==> src/rtl/alu_ctrl.sv <==
// alu_ctrl: sequencing controller for an external combinational ALU.
// Accepts one operation, drives the operands and select bits to the ALU,
// captures the result and holds it until the consumer takes it.
// Define ALU_CTRL_STATS_EN to add the completed-operation counter
// (port op_count, width CNT_W).
module alu_ctrl #(
  parameter int unsigned CNT_W = 16
) (
  input  logic        clk,
  input  logic        rst,
  input  logic        op_valid,
  output logic        op_ready,
  input  logic [2:0]  op_code,
  input  logic [31:0] op_a,
  input  logic [31:0] op_b,
  output logic [31:0] alu_a,
  output logic [31:0] alu_b,
  output logic        alu_s0,
  output logic        alu_s1,
  output logic        alu_s2,
  input  logic [32:0] alu_res,
  output logic        res_valid,
  input  logic        res_ready,
  output logic [32:0] res_data,
  output logic        res_zero,
  output logic        res_err
`ifdef ALU_CTRL_STATS_EN
  ,
  output logic [CNT_W-1:0] op_count
`endif
);

  typedef enum logic [1:0] {
    ST_IDLE,
    ST_EXEC,
    ST_DONE
  } state_t;

  state_t      state_q, state_d;
  logic [31:0] alu_a_q, alu_a_d;
  logic [31:0] alu_b_q, alu_b_d;
  logic [2:0]  alu_op_q, alu_op_d;
  logic [32:0] res_data_q, res_data_d;
  logic        res_zero_q, res_zero_d;
  logic        res_err_q, res_err_d;
  logic        accept;

  // Handshake: ready only in IDLE and never while reset is asserted.
  always_comb begin
    op_ready = (state_q == ST_IDLE) && !rst;
    accept   = op_valid && op_ready;
  end

  // Next-state and datapath-register update.
  always_comb begin
    state_d    = state_q;
    alu_a_d    = alu_a_q;
    alu_b_d    = alu_b_q;
    alu_op_d   = alu_op_q;
    res_data_d = res_data_q;
    res_zero_d = res_zero_q;
    res_err_d  = res_err_q;
    case (state_q)
      ST_IDLE: begin
        if (accept) begin
          alu_a_d  = op_a;
          alu_b_d  = op_b;
          alu_op_d = op_code;
          if (op_code > 3'd4) begin
            // Illegal code: skip the ALU and report a zero error result.
            res_data_d = '0;
            res_zero_d = 1'b1;
            res_err_d  = 1'b1;
            state_d    = ST_DONE;
          end else begin
            state_d = ST_EXEC;
          end
        end
      end
      ST_EXEC: begin
        res_data_d = alu_res;
        res_zero_d = (alu_res[31:0] == '0);
        res_err_d  = 1'b0;
        state_d    = ST_DONE;
      end
      ST_DONE: begin
        if (res_ready) begin
          state_d = ST_IDLE;
        end
      end
      default: state_d = ST_IDLE;
    endcase
  end

  // State and datapath registers with asynchronous reset.
  always_ff @(posedge clk or posedge rst) begin
    if (rst) begin
      state_q    <= ST_IDLE;
      alu_a_q    <= '0;
      alu_b_q    <= '0;
      alu_op_q   <= '0;
      res_data_q <= '0;
      res_zero_q <= 1'b0;
      res_err_q  <= 1'b0;
    end else begin
      state_q    <= state_d;
      alu_a_q    <= alu_a_d;
      alu_b_q    <= alu_b_d;
      alu_op_q   <= alu_op_d;
      res_data_q <= res_data_d;
      res_zero_q <= res_zero_d;
      res_err_q  <= res_err_d;
    end
  end

  // Output mapping.
  always_comb begin
    alu_a     = alu_a_q;
    alu_b     = alu_b_q;
    alu_s0    = alu_op_q[0];
    alu_s1    = alu_op_q[1];
    alu_s2    = alu_op_q[2];
    res_valid = (state_q == ST_DONE);
    res_data  = res_data_q;
    res_zero  = res_zero_q;
    res_err   = res_err_q;
  end

`ifdef ALU_CTRL_STATS_EN
  logic [CNT_W-1:0] op_count_q, op_count_d;

  // Count every result handed to the consumer; wraps naturally.
  always_comb begin
    op_count_d = op_count_q;
    if ((state_q == ST_DONE) && res_ready) begin
      op_count_d = op_count_q + 1'b1;
    end
  end

  // Counter register.
  always_ff @(posedge clk or posedge rst) begin
    if (rst) begin
      op_count_q <= '0;
    end else begin
      op_count_q <= op_count_d;
    end
  end

  // Counter output.
  always_comb begin
    op_count = op_count_q;
  end
`endif

endmodule

==> config.mk <==
export PLATFORM = sky130hd
export DESIGN_NAME = alu_ctrl
export DESIGN_NICKNAME = d
export VERILOG_FILES = /design/src/rtl/alu_ctrl.sv
export SDC_FILE = /design/constraint.sdc
export NUM_CORES = 1
export LEC_CHECK = 0
export CAP_MARGIN = 0
export CORE_MARGIN = 1
export CORE_UTILIZATION = 35
export CTS_CLUSTER_SIZE = 28
export DETAILED_ROUTE_END_ITERATION = 8
export PLACE_DENSITY_LB_ADDON = 0.15
export SYNTH_ARGS = -nofsm -noshare
export SYNTH_HDL_FRONTEND = slang
export SYNTH_SLANG_ARGS = --single-unit
==> constraint.sdc <==
create_clock -name clk -period 3.4 [get_ports clk]
set_clock_uncertainty 0.15 [all_clocks]
set_input_delay 0.68 -clock clk [delete_from_list [all_inputs] [get_ports clk]]
set_output_delay 0.68 -clock clk [all_outputs]
set_load 0.01 [all_outputs]
==> results of run 1 <==
-- layout by cell type (no fill, tap or decap), types with 2 or more instances in the layout --
cell type	instances
nor2_1	2
clkbuf_8	10
buf_4	4
buf_12	2
o21ai_0	3
mux2_2	66
nor4_1	8
clkbuf_1	2
clkinvlp_4	2
a22o_1	33
clkdlybuf4s50_1	207
dfrtp_1	104
nand4_1	2
-- critical path, stage by stage --
cell and delay, ns:
clkdlybuf4s50_1 0.53, nor3_1 0.19, clkdlybuf4s50_1 0.56
-- power groups by stage --
stage / registers (uW) / logic, uW / clock network [uW]
floorplan: 1950 / 389 / 0
global placement: 1780 / 1470 / 0
detailed placement: 1790 / 1500 / 0
CTS: 1780 / 1500 / 776
global route: 1820 / 1570 / 830
finish: 1770 / 1470 / 751
-- layer usage --
metal  vias to the layer above  track usage [%]  wire length (um)
met2                       119             28.3              4850
met5                         -                0                 0
met3                        11             4.66               714
met4                         0             7.05               162
li1                       1306                -                 -
met1                      1385             22.1              4090
-- state kept, by name (all words and copies together), names as in the netlist --
signal    cells
res_data     33
alu_a        32
alu_b        32
alu_op_q      3
state_q       2
res_err       1
res_zero      1
-- Yosys cell counts, types with 2 or more instances --
library cell,count
nor4_1,8
buf_2,8
dfrtp_1,104
a22o_1,33
mux2_2,66
o21ai_0,3
buf_4,3
nor2_1,3
inv_1,2
nand4_1,2
clkbuf_1,2
-- final timing paths --
check | slack, ns | endpoint | startpoint | depth (start not counted)
worst max-delay path | 0.60 | op_ready | rst | 3
worst min-delay path | 0.34 | alu_op_q[1] | alu_op_q[1] | 1
worst max register to register | 1.41 | alu_a[11] | state_q[1] | 3
worst min register to register | 0.34 | alu_op_q[1] | alu_op_q[1] | 1
max in group asynchronous | 1.67 | alu_a[30] | rst | 3
min in group asynchronous | 0.74 | alu_b[28] | rst | 2
-- stage by stage --
| step | utilization, % | cell area (um^2) | total power, uW | worst slack (ns) | hold slack (ns) |
|---|---|---|---|---|---|
| 6_report | 58.3 | 6320 | 4000 | 0.602 | 0.344 |
| 5_1_grt | 58.3 | 6320 | 4210 | 0.551 | 0.377 |
| 4_1_cts | 58.3 | 6320 | 4050 | 0.588 | 0.351 |
| 3_5_place_dp | 56.6 | 6130 | 3290 | 0.598 | 0.329 |
| 3_3_place_gp | 56.6 | 6130 | 3250 | 0.612 | 0.320 |
| 2_1_floorplan | - | 3890 | 2330 | 1.32 | 0.379 |
-- cell type report --
class | count | area share (%)
clock buffer | 12 | 2.30
sequential | 104 | 41.2
multi-input combinational | 123 | 19.0
inverter | 2 | 0.178
tap | 140 | 2.77
clock inverter | 3 | 0.673
timing repair buffer | 213 | 33.9
-- logic make-up after synthesis --
family	Yosys count	synth area share, %
AOI/OAI and AO/OA	38	8.31
buffers and inverters	16	2.09
DFF	104	67.0
muxes	67	19.4
and+or+nand+nor	18	3.13
==> summary.txt, run 1 <==
Synthesis
  – Post-synth EDFFs: 0
  – Synth async-reset ratio: between 90% and 100%
  – Post-synth top area cell: dfrtp_1
  – Share of the synthesized area in the top cell type: 67.0%
  – Syn Inst Count: 243
  – Ys flop type: dfrtp_1
  – Synthesized area: 3880 um^2
  – Unique masters post-synth: 20
  – Synth warn: 0
  – Ranking of synthesized cells by area: dfrtp_1, mux2_2, a22o_1
  – Register area share after synthesis: 67.0%
  – Avg Synthesized Cell Area: 16.0 um^2
  – Synth Net Count: around 350
  – Synth Register Bits: ~100

Setup path
  – CP Capture Type: output pin
  – Critical path class: input port to output pin
  – Critical Path Start Type: input port
  – WP data required: about 2.6 ns
  – CP Max Fanout: 3
  – CP arrival: 1.97 ns

Floorplanning
  – Die ar.: 11500 um^2
  – Chip width: approximately 110 um
  – # rows: 38
  – Vert. Die Dim: 107 um
  – Core ar.: 10800 um^2
  – Boundary Pins: approximately 210
  – Initial core utilization: between 30% and 40%

Routing
  – Routed Antenna Nets: 0
  – Via Count: about 2.8k
  – Routed wire length per instance: 16.4 um
  – DRC: 0
  – Mean number of vias per cell: 4.73
  – Initial DRC count: 85
  – Total wire length: 9.81 mm
  – Pre-antenna DRT Iters: 4

Hold path
  – Hold WC Path Type: flip-flop to flip-flop

Cells and area
  – Area grow syn2layout: 62.8%
  – Reg area: 2600 um^2
  – Post-Layout Cell Count: 597
  – Inserted Diodes: 0
  – Nets@finish: 557
  – Layout fillers: 916
  – Layout cells sized above 1: between 10% and 20%
  – Multi-input gate area: 1200 um^2

Power
  – Pwr Density: 632 nW/um^2
  – Int Pwr: around 2900 uW
  – Total net switching power: 1100 uW
  – Worst IR Drop VDD: 287 uV
  – Seq pwr share: 44.3%
  – Clock share of power: 18.8%
  – Gate power share: 36.9%
  – Leak Pwr: 0.00264 uW
  – Sw Share: roughly 28%

Clocking
  – Clock latency on the worst-skew pair: 0.36 ns
  – Htree depth: 3
  – TritonCTS Buffers: 9
  – Setup Buffers After CTS: 0
  – Clk slew on worst S/H paths: 0.09 ns
  – CTS Root Buffer Type: clkbuf_8
  – Hold_buf cts: 0
  – Clock sink count: 104
  – # resized after CTS: 0
  – CTS max path bufs: 2
  – CTS tree: yes

Flow run
  – Maxcap violations: 0

Timing
  – Headroom to the max-slew limit: 57.7%
  – Endpoints failing setup: 0
  – RSZ-0062 raised after global routing: no
  – Final Max Tran Viols: 0
  – Final hold viol count: 0
  – Fin crit share: 82.3%
  – Max Fclk: 357 MHz
  – Post-layout min period: 2.80 ns
  – Setup TNS: 0 ns
  – Tightest Pin Transition: 0.633 ns

Global route
  – Global-route wire length before repair: 15.2 mm
  – Initial antenna violation count: 0
  – Total track usage: 17.4%
  – Largest net degree at the start of global routing: 58
  – Gr ovfl total: 0
  – Vias in the first global route: 2985

Placement
  – Final GP Congestion: 0.756
  – Placed Cells: around 580
  – HPWL reported at the end of detailed placement: 7.29 mm
  – I/O Buffers: roughly 210

Run status
  – Status: complete, no violations
(Power assumes the default switching activity.)
==> run 2: changes to the inputs <==
Clock period 3.4 ns to 2.4 ns, I/O delays scaled along.
==> run 2 against run 1 <==
Compared with the run above: combinational power increased by 44%; sequential share of layout area decreased by 0.59 points; critical path type is now flip-flop to output pin; largest cell class unchanged; sequential power increased by 41%; critical endpoint unchanged.
==> summary.txt, run 2 (same netlist as run 1, synthesis figures left out) <==
Timing
  – Post-layout min period: 2.21 ns
  – Max Fclk: 452 MHz
  – Final Worst Setup Slack: 0.185 ns
  – Endpoints failing setup: 0
  – Tightest Pin Transition: between 0.4 and 0.5 ns
  – Final hold viol count: 0
  – WHS: 0.200 ns
  – Setup TNS: 0 ns
  – Headroom to the max-slew limit: between 70% and 80%
  – Final Max Tran Viols: 0
  – RSZ-0062 raised after global routing: no
  – Fin crit share: 92.3%

Routing
  – DRC: 0
  – Initial DRC count: between 100 and 150
  – Mean number of vias per cell: approximately 4.7
  – Pre-antenna DRT Iters: 4
  – Routed Antenna Nets: 0
  – Via Count: ~2.9k
  – Total wire length: 9.75 mm
  – Routed wire length per instance: 16.1 um

Cells and area
  – Nets@finish: 563
  – Layout cells sized above 1: 20.9%
  – Area grow syn2layout: 65.2%
  – Inserted Diodes: 0
  – Number of flip-flops under the largest register name: 33
  – Multi-input gate area: 1200 um^2
  – Most common library cell in the layout ignoring fill and taps: clkdlybuf4s50_1
  – Reg area: 2600 um^2
  – Most frequent cells in the layout: clkdlybuf4s50_1, dfrtp_1, mux2_2, a22o_1, clkbuf_8
  – Layout fillers: 907

Setup path
  – WP data required: 1.77 ns
  – CP Capture Type: output pin
  – CP arrival: about 1.6 ns
  – CP Max Fanout: 4
  – Critical Path Start Type: flip-flop
  – Critical path class: flip-flop to output pin

Power
  – Worst IR Drop VDD: between 400 and 500 uV
  – Pwr Density: 889 nW/um^2
  – Leak Pwr: 0.00270 uW

Global route
  – Total track usage: 17.3%
  – GR peak layer: met2
  – Met1 usage: 20.6%
  – Global-route wire length before repair: 15.4 mm
  – Vias in the first global route: 3076
  – Grt met3 use: 5.57%
  – Initial antenna violation count: 0
  – M2 GR Usage: 30.2%
  – Largest net degree at the start of global routing: 80
  – Gr ovfl total: 0

Floorplanning
  – Core ar.: around 11000 um^2
  – Die ar.: roughly 12000 um^2
  – Chip width: between 100 and 150 um
  – Initial core utilization: 35.8%
  – Vert. Die Dim: 107 um
  – # rows: 38
  – Boundary Pins: 208

Clocking
  – TritonCTS Buffers: 9
  – # resized after CTS: 0
  – Clock sink count: 104
  – Clk slew on worst S/H paths: 0.10 ns
  – CTS max path bufs: 2
  – CTS tree: yes
  – Clock latency on the worst-skew pair: 0.34 ns
  – CTS Root Buffer Type: clkbuf_8
  – Setup Buffers After CTS: 0
  – Htree depth: 3
  – Hold_buf cts: 0

Flow run
  – Maxcap violations: 0

Placement
  – I/O Buffers: 207
  – HPWL reported at the end of detailed placement: ~7.1 mm
  – Final GP Congestion: between 0.7 and 0.8
  – Pre-CTS WS: -0.0185 ns

Hold path
  – Hold WC Path Type: input port to async pin

Run status
  – Status: complete, no violations
run 2: cell count changes in the layout (fill, tap and decap cells not counted), sizes merged:
cell and change:
clkbuf -2, clkinvlp -1, clkinv +2, clkdlybuf4s50 -1
inv +2, buf +6, dlymetal6s2s +1
run 2: final cells by class:
type	count	share of cell area, %
well taps	140	2.73
clock inverters	6	1.03
flip-flops and latches	104	40.6
inverters	2	0.176
repair buffers	219	34.7
clock buffers	10	1.99
multi-input cells	123	18.8
run 2: path summary, 6_finish.rpt:
check	startpoint	to	slack (ns)	depth (start not counted)
setup / recovery	state_q[1]	op_ready	0.19	2
hold / removal	rst	alu_b[21]	0.20	3
setup reg to reg	state_q[1]	alu_b[12]	0.53	4
hold reg to reg	alu_op_q[1]	alu_op_q[1]	0.35	1
max in group asynchronous	rst	alu_op_q[0]	1.53	3
min in group clk	alu_op_q[1]	alu_op_q[1]	0.35	1
run 2: per-layer routing:
metal  part of all wire, %  vias up  wire, um
li1                      -     1331         -
met1                    41     1418      3980
met2                    51      112      4970
met3                   7.5        7       727
met4                  0.82        0        80
met5                     0        -         0
run 2: worst max-delay path: stages, from the launching register on:
cell	delay (ns)
dfrtp_1	0.46
nor3_1	0.21
clkdlybuf4s50_1	0.57
run 2: report_power, final:
group	internal, uW	switching [uW]	total (uW)
combinational	1380	740	2120
clock	490	593	1080
sequential	2240	257	2500
total	4110	1590	5700
run 2: stage by stage:
step / util [%] / std cells / total power (uW) / cell area [um^2]
floorplan: - / 243 / 3310 / 3890
global placement: 57.4 / 588 / 4640 / 6220
detailed placement: 57.4 / 588 / 4680 / 6220
CTS: 59.1 / 604 / 5800 / 6410
global route: 59.2 / 604 / 6030 / 6410
finish: 59.2 / 604 / 5700 / 6410
